==> src/rtl/sysid_pkg.sv <==
// Shared constants for the sysid register block: word addresses, CAPS field layout
// and the limit on the number of user constant words.
package sysid_pkg;

  localparam int ADDR_ID      = 0;
  localparam int ADDR_TS      = 1;
  localparam int ADDR_UP_LO   = 2;
  localparam int ADDR_UP_HI   = 3;
  localparam int ADDR_SCRATCH = 4;
  localparam int ADDR_CAPS    = 5;
  localparam int ADDR_USER0   = 6;

  localparam int CAPS_UPTIME_BIT = 0;
  localparam int CAPS_NUSER_LSB  = 8;
  localparam int CAPS_NUSER_W    = 4;

  localparam int MAX_USER = 8;

  function automatic logic [31:0] caps_word(input logic uptime_present, input int num_user);
    logic [31:0] w;
    w = '0;
    w[CAPS_UPTIME_BIT] = uptime_present;
    w[CAPS_NUSER_LSB +: CAPS_NUSER_W] = num_user[CAPS_NUSER_W-1:0];
    return w;
  endfunction

endpackage

==> src/rtl/sysid_uptime_ctr.sv <==
// Free-running 64-bit uptime counter with a high-word shadow captured on a low-word read,
// so software reading LO then HI sees a coherent 64-bit value.
module sysid_uptime_ctr (
  input  logic        clock,
  input  logic        reset,
  input  logic        capture,
  output logic [31:0] count_lo,
  output logic [31:0] shadow_hi
);

  logic [63:0] count_reg;
  logic [31:0] shadow_reg;

  always_ff @(posedge clock) begin
    if (reset) begin
      count_reg  <= '0;
      shadow_reg <= '0;
    end else begin
      count_reg <= count_reg + 64'd1;
      // Shadow takes the high word as it stands when the low word is returned.
      if (capture) begin
        shadow_reg <= count_reg[63:32];
      end
    end
  end

  assign count_lo  = count_reg[31:0];
  assign shadow_hi = shadow_reg;

endmodule

==> src/rtl/sysid_regs.sv <==
// System-identification register block on Avalon-MM with 1-cycle read latency.
// Optional uptime counter enabled by defining SYSID_UPTIME_EN.
module sysid_regs
  import sysid_pkg::*;
#(
  parameter logic [31:0]             SYSTEM_ID   = 32'h0000_0000,
  parameter logic [31:0]             TIMESTAMP   = 32'd0,
  parameter int                      ADDR_W      = 4,
  parameter int                      NUM_USER    = 0,
  parameter logic [32*MAX_USER-1:0]  USER_DATA   = '0,
  parameter logic [31:0]             SCRATCH_RST = 32'hDEAD_BEEF
) (
  input  logic              clock,
  input  logic              reset,
  input  logic [ADDR_W-1:0] address,
  input  logic              read,
  input  logic              write,
  input  logic [31:0]       writedata,
  input  logic [3:0]        byteenable,
  output logic [31:0]       readdata,
  output logic              readdatavalid
);

`ifdef SYSID_UPTIME_EN
  localparam logic UPTIME_PRESENT = 1'b1;
`else
  localparam logic UPTIME_PRESENT = 1'b0;
`endif

  logic [31:0] user_words [MAX_USER];
  logic [31:0] up_lo;
  logic [31:0] up_hi;
  logic [31:0] rd_next;
  logic [31:0] scratch_reg;
  logic [31:0] scratch_next;
  logic        scratch_wr;
  logic [31:0] readdata_reg;
  logic        readdatavalid_reg;

  genvar gi;
  generate
    for (gi = 0; gi < MAX_USER; gi++) begin : g_user
      assign user_words[gi] = USER_DATA[32*gi +: 32];
    end
  endgenerate

`ifdef SYSID_UPTIME_EN
  logic up_capture;
  assign up_capture = read && (address == ADDR_W'(ADDR_UP_LO));

  sysid_uptime_ctr u_uptime (
    .clock     (clock),
    .reset     (reset),
    .capture   (up_capture),
    .count_lo  (up_lo),
    .shadow_hi (up_hi)
  );
`else
  assign up_lo = '0;
  assign up_hi = '0;
`endif

  always_comb begin
    rd_next = '0;
    case (address)
      ADDR_W'(ADDR_ID):      rd_next = SYSTEM_ID;
      ADDR_W'(ADDR_TS):      rd_next = TIMESTAMP;
      ADDR_W'(ADDR_UP_LO):   rd_next = up_lo;
      ADDR_W'(ADDR_UP_HI):   rd_next = up_hi;
      ADDR_W'(ADDR_SCRATCH): rd_next = scratch_reg;
      ADDR_W'(ADDR_CAPS):    rd_next = caps_word(UPTIME_PRESENT, NUM_USER);
      default: begin
        for (int k = 0; k < MAX_USER; k++) begin
          if (k < NUM_USER && address == ADDR_W'(ADDR_USER0 + k)) begin
            rd_next = user_words[k];
          end
        end
      end
    endcase
  end

  assign scratch_wr = write && (address == ADDR_W'(ADDR_SCRATCH));

  generate
    for (gi = 0; gi < 4; gi++) begin : g_lane
      assign scratch_next[8*gi +: 8] = (scratch_wr && byteenable[gi]) ? writedata[8*gi +: 8]
                                                                       : scratch_reg[8*gi +: 8];
    end
  endgenerate

  // rd_next samples scratch_reg before this edge's write, so a colliding read sees old data.
  always_ff @(posedge clock) begin
    if (reset) begin
      readdata_reg      <= '0;
      readdatavalid_reg <= 1'b0;
      scratch_reg       <= SCRATCH_RST;
    end else begin
      readdatavalid_reg <= read;
      if (read) begin
        readdata_reg <= rd_next;
      end
      scratch_reg <= scratch_next;
    end
  end

  assign readdata      = readdata_reg;
  assign readdatavalid = readdatavalid_reg;

endmodule
==> config.mk <==
export PLATFORM = sky130hd
export DESIGN_NAME = sysid_regs
export DESIGN_NICKNAME = d
export VERILOG_FILES = /design/src/rtl/sysid_pkg.sv /design/src/rtl/sysid_uptime_ctr.sv /design/src/rtl/sysid_regs.sv
export SDC_FILE = /design/constraint.sdc
export NUM_CORES = 1
export LEC_CHECK = 0
export CORE_AREA = 3 3 75 77
export CTS_BUF_LIST = sky130_fd_sc_hd__clkbuf_8
export DETAILED_ROUTE_END_ITERATION = 8
export DIE_AREA = 0 0 78 80
export PLACE_DENSITY = 0.94
export SLEW_MARGIN = 15
export SYNTH_ARGS = -nofsm -noshare
export SYNTH_HDL_FRONTEND = slang
export SYNTH_SLANG_ARGS = --single-unit
==> constraint.sdc <==
create_clock -name clock -period 3.9 [get_ports clock]
set_input_delay 1.17 -clock clock [delete_from_list [all_inputs] [get_ports clock]]
set_output_delay 1.17 -clock clock [all_outputs]
set_load 0.005 [all_outputs]
==> metrics.yaml <==
die:
  start_util_pct: 51.04
  die_x_um: 78
  die_area_um2: 6240
  die_y_um: 80
  core-area_um2: 5075
  row_count: 26
  io_pins: 77
placement:
  post-place-ws_ns: 0.7546
  gp_congestion: 0.7187
  io_buffers: 76
  hpwl_um: 3815
power:
  sw_frac_of_total_pct: 22.38
  p_leak_nw: 1.187
  seqPwrFrac_pct: 52.8
  intPower_mw: 0.9909
  powerDensity_nw_per_um2: 363.5
  ir_worst_vdd_mv: 0.2396
  p_clk_share_pct: 38.9
  total_power_mw: 1.277
  power_frac_comb_pct: 8.4
  power.switching_mw: 0.2858
setup_path:
  start_kind: "primary input"
  worst_r2r_startpoint: "scratch_reg[23]"
  critPathMaxFanout: 36
  cp.arrival_ns: 3.04
  r2r_setup_slack_ns: 3.23
  required_ns: 4.16
  worst-setup-path-type: "in2reg"
  r2r_end: "readdata[23]"
  r2r_cells: 2
  crit_path_end_kind: "flip-flop"
global_routing:
  grt_max_degree: 66
  grt_pass1_vias: 2042
  grt_pass1_wl_um: 9487
  overflow: 0
  grtUsageTotal_pct: 19.20
  antenna_found_initial: 0
logic_synthesis:
  avgSynthCellArea_um2: 8.993
  synth_xor_area_share_pct: 0
  syn-num-nets: 332
  muxShareOfSynthArea_pct: 12.37
  synthAdderAreaFrac_pct: 0
  synth_top_family_by_area: "simple AND/OR/NAND/NOR gates"
  ys_warn_count: 0
  netlist_instances: 288
  synth_simple_gate_area_share_pct: 26.86
  yosys_register_bits: 65
  synth_area_um2: 2590
  synth_compound_area_share_pct: 6.184
  post_synth_num_cell_types: 12
  seq_area_frac_synth_pct: 50.24
cts:
  clk_pin_slew_ns: 0.07
  post-cts-setup-buffers: 0
  cts_root_buf: "clkbuf_8"
  numCtsBuffers: 9
  clk_path_buf_depth: 2
  cts_tree: "done"
  cts_hold_buf: 0
  cts.repair.resized: 0
  clock-sinks: 65
  cts_htree_levels: 3
  insertion_delay_ns: 0.33
cells_and_area:
  fillers: 447
  drive_gt1_share_pct: 5.587
  fin_util_pct: 69.21
  area_growth_pct: 35.60
  n_antenna_cell: 0
  nets: 397
timing:
  period_needed_ns: 2.783
  slew-limit-headroom_pct: 38.91
  fin_hold_ws_ns: 0.4723
  fin_crit_sh_pct: 71.35
  finalHoldViolations: 0
  setup_ws_ns: 1.117
  finalSetupTns_ns: 0
  setup_viol: 0
  slew_viol_final: 0
  rsz0062_at_grt: "false"
  fin_skew_ns: 0.006345
  max_freq_mhz: 359.4
  worstMarginPinSlew_ns: 0.9164
drt:
  drtIter0Drc: 108
  drtAntennaViolNets: 0
  dr_total_vias: 2111
  wl_per_cell_um: 13.20
  via_per_inst: 4.932
  firstDrtPassIters: 4
  remaining_drc_errors: 0
  drt-total-wl_um: 5650
worst_hold_path:
  whs_path_depth: 2
  hp-start: "readdata[5]"
  min_to: "readdata[5]"
  holdCritPathClass: "reg2reg"
flow_run:
  cap_violations: 0
run_status:
  outcome: "finished, final reports clean"
## how the worst max path moves through the flow
| stage | startpoint | to | slack [ns] | depth (start not counted) |
|---|---|---|---|---|
| after detailed placement | address[1] | scratch_reg[0] | 0.75 | 5 |
| after CTS | address[1] | scratch_reg[28] | 1.11 | 5 |
| after global placement | address[1] | scratch_reg[1] | 0.82 | 5 |
| final | address[1] | scratch_reg[19] | 1.12 | 5 |
| after floorplan | address[1] | scratch_reg[0] | 1.76 | 4 |
| after global routing | address[1] | scratch_reg[28] | 0.99 | 5 |
## logic make-up after synthesis
logic type / count (synthesis)
flip-flops: 65
AND/OR/NAND/NOR: 134
buffers and inverters: 25
AO/OA/AOI/OAI: 32
multiplexers: 32
## worst max-delay path: stages
cell	delay [ns]
clkdlybuf4s50_1	0.44
nor4b_4	0.27
buf_4	0.38
and3_1	0.52
mux2i_1	0.25
## power groups by stage
| stage | Clock [mW] | Combinational (mW) | Sequential (mW) |
|---|---|---|---|
| 2_1_floorplan | 0 | 0.0475 | 0.689 |
| 3_3_place_gp | 0 | 0.105 | 0.688 |
| 3_5_place_dp | 0 | 0.107 | 0.689 |
| 4_1_cts | 0.511 | 0.108 | 0.674 |
| 5_1_grt | 0.544 | 0.116 | 0.674 |
| 6_report | 0.496 | 0.107 | 0.674 |
## cells in the mapped netlist
| library cell | n | area share, % |
|---|---|---|
| clkbuf_1 | 18 | 2.6 |
| nor4b_4 | 1 | 0.92 |
| buf_4 | 4 | 1.2 |
| dfxtp_1 | 65 | 50 |
| nor2b_1 | 1 | 0.24 |
| a21oi_1 | 32 | 6.2 |
| nand2b_1 | 48 | 12 |
| mux2i_1 | 32 | 12 |
| and3_1 | 4 | 0.97 |
| buf_2 | 3 | 0.58 |
| nor2_1 | 48 | 7.0 |
| nand3_1 | 32 | 6.2 |
## cell usage in the layout (no fill, tap or decap)
cell type	count
clkdlybuf4s50_1	74
a21oi_1	32
clkinv_2	3
dfxtp_1	65
nor2b_1	1
clkbuf_8	11
nand2b_1	48
nand3_1	32
nor4b_4	1
buf_4	3
inv_1	2
and3_1	4
buf_2	2
nor2_1	48
mux2i_1	32
## through the flow
stage          instances  area (um^2)
2_1_floorplan        288         2590
3_3_place_gp         412         3338
3_5_place_dp         412         3338
4_1_cts              428         3512
5_1_grt              428         3512
6_report             428         3512
## final cells by class
type | instances | area (um^2) | area share [%]
clock inverter | 5 | 22.52 | 0.6413
multi-input combinational | 198 | 1176 | 33.49
timing repair buffer | 79 | 773.2 | 22.02
sequential | 65 | 1301 | 37.05
clock buffer | 11 | 151.4 | 4.311
tap | 70 | 87.58 | 2.494
## layer usage
layer / up-vias / GRT usage (%) / share of wire (%)
met4: 0 / 7.168 / 1.5
met1: 964 / 22.82 / 44
li1: 1076 / - / -
met5: - / 0 / 0
met3: 9 / 6.998 / 6.0
met2: 62 / 31.76 / 48
No activity file was read; power rests on OpenSTA's default activity.
